File: src/rtl/gtfraw_vnc_lat_mon_mc.sv
// ---------------------------------------------------------------------------
// gtfraw_vnc_lat_mon_mc
// Multi-channel latency statistics engine. NUM_CH independent TX/RX event
// pairs share one free-running lat_clk timestamp. Each channel queues send
// timestamps in a small FIFO, turns every receive event into one delta
// (wrap-safe, minus an adjust factor, floored at 0) and keeps a saturating
// accumulator, a sample count and min/max of the adjusted deltas.
//
// Ports
//   lat_clk, lat_rstn     clock / asynchronous active-low reset
//   go                    level: run (1) or freeze (0)
//   clear                 pulse: clear FIFOs, stats and status (timer keeps running)
//   lat_pkt_cnt           samples per channel before done; 0 = unlimited
//   delta_adj_factor      subtracted from every raw delta
//   tx_event, rx_event    per-channel one-cycle send / receive pulses
//   rd_ch_sel             channel whose stats appear on rd_* (registered)
//   timer                 free-running timestamp
//   rd_accu/idx/max/min   selected channel statistics
//   ch_done               per channel: sample count reached lat_pkt_cnt
//   ch_overflow           sticky: tx_event dropped on full FIFO
//   ch_orphan             sticky: rx_event seen with empty FIFO
//   all_done              every channel done (never when lat_pkt_cnt == 0)
// ---------------------------------------------------------------------------
module gtfraw_vnc_lat_mon_mc #(
    parameter int unsigned NUM_CH          = 4,
    parameter int unsigned TIMER_WIDTH     = 16,
    parameter int unsigned FIFO_ADDR_WIDTH = 4,
    parameter int unsigned ACCU_WIDTH      = 32,
    localparam int unsigned SEL_WIDTH      = (NUM_CH > 1) ? $clog2(NUM_CH) : 1
) (
    input  logic                   lat_clk,
    input  logic                   lat_rstn,
    input  logic                   go,
    input  logic                   clear,
    input  logic [31:0]            lat_pkt_cnt,
    input  logic [TIMER_WIDTH-1:0] delta_adj_factor,
    input  logic [NUM_CH-1:0]      tx_event,
    input  logic [NUM_CH-1:0]      rx_event,
    input  logic [SEL_WIDTH-1:0]   rd_ch_sel,
    output logic [TIMER_WIDTH-1:0] timer,
    output logic [ACCU_WIDTH-1:0]  rd_accu,
    output logic [31:0]            rd_idx,
    output logic [TIMER_WIDTH-1:0] rd_max,
    output logic [TIMER_WIDTH-1:0] rd_min,
    output logic [NUM_CH-1:0]      ch_done,
    output logic [NUM_CH-1:0]      ch_overflow,
    output logic [NUM_CH-1:0]      ch_orphan,
    output logic                   all_done
);

    typedef enum logic [1:0] {
        ST_IDLE,
        ST_RUN,
        ST_DONE
    } ch_state_t;

    localparam int unsigned DEPTH = 1 << FIFO_ADDR_WIDTH;

    logic [TIMER_WIDTH-1:0] timer_q;
    logic [ACCU_WIDTH-1:0]  accu_a [NUM_CH];
    logic [31:0]            idx_a  [NUM_CH];
    logic [TIMER_WIDTH-1:0] max_a  [NUM_CH];
    logic [TIMER_WIDTH-1:0] min_a  [NUM_CH];
    logic [4:0]             sel_ext;

    always_ff @(posedge lat_clk or negedge lat_rstn) begin
        if (!lat_rstn) begin
            timer_q <= '0;
        end else begin
            timer_q <= timer_q + 1'b1;
        end
    end

    assign timer = timer_q;

    for (genvar c = 0; c < NUM_CH; c++) begin : g_ch
        ch_state_t              state_q, state_d;
        logic [TIMER_WIDTH-1:0] fifo_mem [DEPTH];
        logic [FIFO_ADDR_WIDTH:0] wr_ptr, rd_ptr;
        logic                   full, empty, accept, pop, push;
        logic [31:0]            pop_cnt, pop_cnt_next;
        logic                   s1_valid;
        logic [TIMER_WIDTH-1:0] s1_ts, s1_head, raw, adj;
        logic [ACCU_WIDTH:0]    accu_sum;
        logic [ACCU_WIDTH-1:0]  accu_q;
        logic [31:0]            idx_q;
        logic [TIMER_WIDTH-1:0] max_q, min_q;
        logic                   overflow_q, orphan_q;

        assign empty  = (wr_ptr == rd_ptr);
        assign full   = (wr_ptr[FIFO_ADDR_WIDTH] != rd_ptr[FIFO_ADDR_WIDTH]) &&
                        (wr_ptr[FIFO_ADDR_WIDTH-1:0] == rd_ptr[FIFO_ADDR_WIDTH-1:0]);
        // Events count only while running and not frozen; clear wins over everything.
        assign accept = (state_q == ST_RUN) && go && !clear;
        assign pop    = accept && rx_event[c] && !empty;
        // A simultaneous pop frees a slot, so a full FIFO still accepts the push.
        assign push   = accept && tx_event[c] && (!full || pop);
        assign pop_cnt_next = pop_cnt + 32'(pop);

        // DONE is entered on the pop count rather than idx so that samples still
        // in the delta pipeline never push idx past lat_pkt_cnt.
        always_comb begin
            state_d = state_q;
            if (clear) begin
                state_d = ST_IDLE;
            end else begin
                case (state_q)
                    ST_IDLE: if (go) state_d = ST_RUN;
                    ST_RUN: begin
                        if ((lat_pkt_cnt != 32'd0) && (pop_cnt_next == lat_pkt_cnt)) begin
                            state_d = ST_DONE;
                        end else if (!go) begin
                            state_d = ST_IDLE;
                        end
                    end
                    ST_DONE: state_d = ST_DONE;
                    default: state_d = ST_IDLE;
                endcase
            end
        end

        always_ff @(posedge lat_clk or negedge lat_rstn) begin
            if (!lat_rstn) begin
                state_q    <= ST_IDLE;
                wr_ptr     <= '0;
                rd_ptr     <= '0;
                pop_cnt    <= '0;
                overflow_q <= 1'b0;
                orphan_q   <= 1'b0;
            end else begin
                state_q <= state_d;
                if (clear) begin
                    wr_ptr     <= '0;
                    rd_ptr     <= '0;
                    pop_cnt    <= '0;
                    overflow_q <= 1'b0;
                    orphan_q   <= 1'b0;
                end else begin
                    if (push) wr_ptr <= wr_ptr + 1'b1;
                    if (pop)  rd_ptr <= rd_ptr + 1'b1;
                    pop_cnt <= pop_cnt_next;
                    if (accept && tx_event[c] && full && !pop) overflow_q <= 1'b1;
                    if (accept && rx_event[c] && empty)        orphan_q   <= 1'b1;
                end
            end
        end

        always_ff @(posedge lat_clk) begin
            if (push) fifo_mem[wr_ptr[FIFO_ADDR_WIDTH-1:0]] <= timer_q;
        end

        // Stage 1: capture receive time and matching send time.
        always_ff @(posedge lat_clk or negedge lat_rstn) begin
            if (!lat_rstn) begin
                s1_valid <= 1'b0;
                s1_ts    <= '0;
                s1_head  <= '0;
            end else begin
                s1_valid <= pop;
                if (pop) begin
                    s1_ts   <= timer_q;
                    s1_head <= fifo_mem[rd_ptr[FIFO_ADDR_WIDTH-1:0]];
                end
            end
        end

        assign raw      = s1_ts - s1_head;
        assign adj      = (raw >= delta_adj_factor) ? (raw - delta_adj_factor) : '0;
        assign accu_sum = (ACCU_WIDTH+1)'(accu_q) + (ACCU_WIDTH+1)'(adj);

        // Stage 2: statistics update.
        always_ff @(posedge lat_clk or negedge lat_rstn) begin
            if (!lat_rstn) begin
                accu_q <= '0;
                idx_q  <= '0;
                max_q  <= '0;
                min_q  <= '1;
            end else if (clear) begin
                accu_q <= '0;
                idx_q  <= '0;
                max_q  <= '0;
                min_q  <= '1;
            end else if (s1_valid) begin
                accu_q <= accu_sum[ACCU_WIDTH] ? '1 : accu_sum[ACCU_WIDTH-1:0];
                idx_q  <= idx_q + 32'd1;
                if (adj > max_q) max_q <= adj;
                if (adj < min_q) min_q <= adj;
            end
        end

        assign accu_a[c]      = accu_q;
        assign idx_a[c]       = idx_q;
        assign max_a[c]       = max_q;
        assign min_a[c]       = min_q;
        assign ch_done[c]     = (lat_pkt_cnt != 32'd0) && (idx_q == lat_pkt_cnt);
        assign ch_overflow[c] = overflow_q;
        assign ch_orphan[c]   = orphan_q;
    end

    assign all_done = (lat_pkt_cnt != 32'd0) && (&ch_done);

    assign sel_ext = 5'(rd_ch_sel);

    always_ff @(posedge lat_clk or negedge lat_rstn) begin
        if (!lat_rstn) begin
            rd_accu <= '0;
            rd_idx  <= '0;
            rd_max  <= '0;
            rd_min  <= '1;
        end else if (sel_ext < 5'(NUM_CH)) begin
            rd_accu <= accu_a[rd_ch_sel];
            rd_idx  <= idx_a[rd_ch_sel];
            rd_max  <= max_a[rd_ch_sel];
            rd_min  <= min_a[rd_ch_sel];
        end else begin
            rd_accu <= '0;
            rd_idx  <= '0;
            rd_max  <= '0;
            rd_min  <= '0;
        end
    end

endmodule

File: config.mk
export PLATFORM = sky130hd
export DESIGN_NAME = gtfraw_vnc_lat_mon_mc
export DESIGN_NICKNAME = d
export VERILOG_FILES = /design/src/rtl/gtfraw_vnc_lat_mon_mc.sv
export SDC_FILE = /design/constraint.sdc
export NUM_CORES = 2
export LEC_CHECK = 0
export CELL_PAD_IN_SITES_DETAIL_PLACEMENT = 1
export CELL_PAD_IN_SITES_GLOBAL_PLACEMENT = 2
export CORE_ASPECT_RATIO = 2
export CORE_MARGIN = 2
export CORE_UTILIZATION = 40
export DETAILED_ROUTE_END_ITERATION = 10
export GPL_TIMING_DRIVEN = 0
export PLACE_DENSITY_LB_ADDON = 0.1
export RECOVER_POWER = 50
export REMOVE_ABC_BUFFERS = 1
export SETUP_SLACK_MARGIN = 0.15
export SYNTH_ARGS = -nofsm -noshare
export SYNTH_HDL_FRONTEND = slang
export SYNTH_SLANG_ARGS = --single-unit
export TNS_END_PERCENT = 50
File: constraint.sdc
create_clock -name lat_clk -period 7.37 [get_ports lat_clk]
set_clock_uncertainty 0.2 [all_clocks]
set_input_delay 2.211 -clock lat_clk [delete_from_list [all_inputs] [get_ports lat_clk]]
set_output_delay 2.211 -clock lat_clk [all_outputs]
set_load 0.005 [all_outputs]
==> flow_summary.json <==
{
  "status": "finished, violations left",
  "violations": "max-capacitance violations, max-slew violations",
  "synth_area_leader_cell": "edfxtp_1",
  "fill_cells": 22770,
  "grt_first_pass_wirelength_um": 426100,
  "async_flop_share": 0.4423,
  "report.final.slew_viol_count": 1450,
  "wire_per_inst_um": 27.34,
  "ys_seq_elements": 1836,
  "io_buffer_count": 186,
  "firstDrtPassIters": 5,
  "fin_crit_sh": 0.9723,
  "syn_area_per_cell_um2": 13.02,
  "ys_types": 117,
  "min_path_type": "flip-flop to flip-flop",
  "grt_max_degree": 132,
  "cp-end-kind": "output port",
  "crit_arrival_ns": 4.76,
  "final_util": 0.4678,
  "min_period_ns": 7.166,
  "cts_buffers": 181,
  "r2r_setup_slack_ns": 0.25,
  "fin_ws_ns": 0.2040,
  "num_rows": 248,
  "netlist.area_leader.share": 0.3369,
  "synthTopCellsByArea": "edfxtp_1, dfrtp_1, mux4_2",
  "antenna_found_initial": 16,
  "area_delta_synth_final_pct": 16.59,
  "crit_required_ns": 4.96,
  "clock_sinks": 1836,
  "netlist_area_um2": 91260,
  "htreeDepth": 4,
  "ir_drop_mv": 0.2869,
  "grt_pass1_vias": 63810,
  "max_freq_ghz": 0.1395,
  "die-height_um": 679.5,
  "critPathKind": "input port to output port",
  "max_cap_viol_count": 22,
  "grt_overflow": 0,
  "place_hpwl_um": 199300,
  "rsz0062_at_grt": "true",
  "synth_edf_count": 1024,
  "ys_seq_area_frac": 0.5607,
  "synth_commonest_cells": "edfxtp_1, dfrtp_1, nor2_1, mux4_2, nand2_1",
  "dieArea_um2": 232200,
  "start_kind": "input port",
  "power.density_nw_per_um2": 210.4,
  "nNetsFinal": 7690,
  "crit_fanout": 9,
  "synthCells": 7011,
  "power.switching_mw": 5.377,
  "power.share.combinational": 0.081,
  "pin_count": 187,
  "path_clk_slew_ns": 0.06,
  "ys.flop_type": "edfxtp_1",
  "tightest_slew_ns": 4.461,
  "drt_iter0_markers": 4108,
  "die_w_um": 341.8,
  "drt-total-wl_um": 285500,
  "p_sw_frac": 0.2402,
  "vias": 59930,
  "ant_nets": 0,
  "slew-limit-headroom": -1.974,
  "seqPwrFrac": 0.483,
  "internal-power_mw": 17.01,
  "core-area_um2": 227400,
  "hold_viol": 0,
  "start_util": 0.4012,
  "track_usage": 0.2455,
  "cts_tree": "built",
  "clock_path_buffers": 4,
  "leakage_nw": 41.15,
  "yosys_warnings": 0,
  "place_ws_ns": -3.279,
  "clockRootBuffer": "clkbuf_16",
  "clockPowerShare": 0.437,
  "route.detailed.drc": 0,
  "clk_latency_ns": 0.87,
  "placed_cells": 9955,
  "vias_per_cell": 5.739,
  "synth_most_common_cell": "edfxtp_1",
  "stdcell_count": 10440,
  "seqCellArea_um2": 51210,
  "hold_ws_ns": 0.2539,
  "finalSetupViolations": 0,
  "finalSetupTns_ns": 0,
  "drive_above_1_share": 0.2009,
  "multi_input_area_um2": 39360,
  "gp_congestion": 0.9012
}
-- power by group through the flow --
stage          clock, mW  combinational, mW  sequential [mW]
5_1_grt             10.3               1.95             10.8
2_1_floorplan          0              0.847             11.0
6_report            9.77               1.80             10.8
4_1_cts             10.0               1.72             10.8
3_3_place_gp           0               1.54             11.0
3_5_place_dp           0               1.59             11.0
-- sequential cells by signal (all words and copies together), names as in the netlist, 20 cells and up --
signal and flops:
g_ch.idx_q 128, g_ch.wr_ptr 20, g_ch.max_q 64, rd_accu 32
g_ch.pop_cnt 128, g_ch.rd_ptr 20, g_ch.min_q 64, g_ch.s1_head 64
g_ch.s1_ts 64, g_ch.accu_q 128, g_ch.fifo_mem 1024, rd_idx 32
-- placed cells by master (no fill, tap or decap), types with 165 or more instances in the layout --
master,count
a21oi_1,165
clkbuf_16,184
dfrtp_1,717
edfxtp_1,1024
ha_1,298
inv_1,325
mux4_2,416
nand2_1,379
nor2_1,590
o21ai_0,202
xnor2_1,274
xor2_1,374
-- through the flow --
step                      area, µm²  total power [mW]
final                        106400             22.38
after global routing         106400             23.10
after CTS                    105600             22.55
after detailed placement      97650             12.61
after global placement        95570             12.57
after floorplan               89950             11.86
-- worst max-delay path: stages --
cell,delay (ns)
clkdlybuf4s18_2,0.52
xor2_1,0.31
nor4_2,0.45
nand4_1,0.16
nor3_2,0.33
and4_1,0.24
clkdlybuf4s50_1,0.49
-- layer usage --
layer | GRT usage | routed length, µm | vias to the layer above
met4 | 0.07589 | 10360 | 2
met5 | 0 | 13 | -
li1 | - | - | 26650
met2 | 0.4053 | 137400 | 1311
met3 | 0.02606 | 11590 | 390
met1 | 0.3405 | 126100 | 31580
-- cell type report --
| class | count | area share |
|---|---|---|
| antenna | 4 | 0.00009408 |
| clock buffer | 230 | 0.04631 |
| clock inverter | 90 | 0.01100 |
| inverter | 333 | 0.01197 |
| multi-input combinational | 4518 | 0.3699 |
| sequential | 1836 | 0.4813 |
| tap | 3000 | 0.03528 |
| timing repair buffer | 433 | 0.04417 |
-- cells by family after synthesis --
logic type | count (synthesis) | synth area share
AO/OA/AOI/OAI | 990 | 0.07494
multiplexers | 566 | 0.1200
AND/OR/NAND/NOR | 1960 | 0.1048
buffers and inverters | 664 | 0.02805
adder cells (fa/ha/maj) | 331 | 0.04622
flip-flops | 1836 | 0.5607
XOR/XNOR | 664 | 0.06529
-- worst paths after layout --
| check | start | to | depth (start not counted) |
|---|---|---|---|
| setup / recovery | lat_pkt_cnt[19] | all_done | 7 |
| hold / removal | g_ch[3].state_q[1]$_DFFE_PN0P_ | g_ch[3].state_q[0]$_DFFE_PN0P_ | 1 |
| setup reg to reg | g_ch[1].s1_head[0]$_DFFE_PN0P_ | g_ch[1].accu_q[17]$_DFFE_PN0P_ | 28 |
| hold reg to reg | g_ch[3].state_q[1]$_DFFE_PN0P_ | g_ch[3].state_q[0]$_DFFE_PN0P_ | 1 |
| max in group asynchronous | lat_rstn | g_ch[2].pop_cnt[17]$_DFF_PN0_ | 2 |
| min in group asynchronous | lat_rstn | g_ch[0].idx_q[17]$_DFFE_PN0P_ | 1 |
-- repair_timing --
action                                 4_1_cts  5_1_grt
cloned                                       3        4
hold buffers                                 0        0
resized for setup                          309      177
endpoints found under the hold margin        0        0
pin swaps                                   64       97
setup buffers                               81       77
setup endpoints to repair                  267      267
No activity file was read; power rests on OpenSTA's default activity.
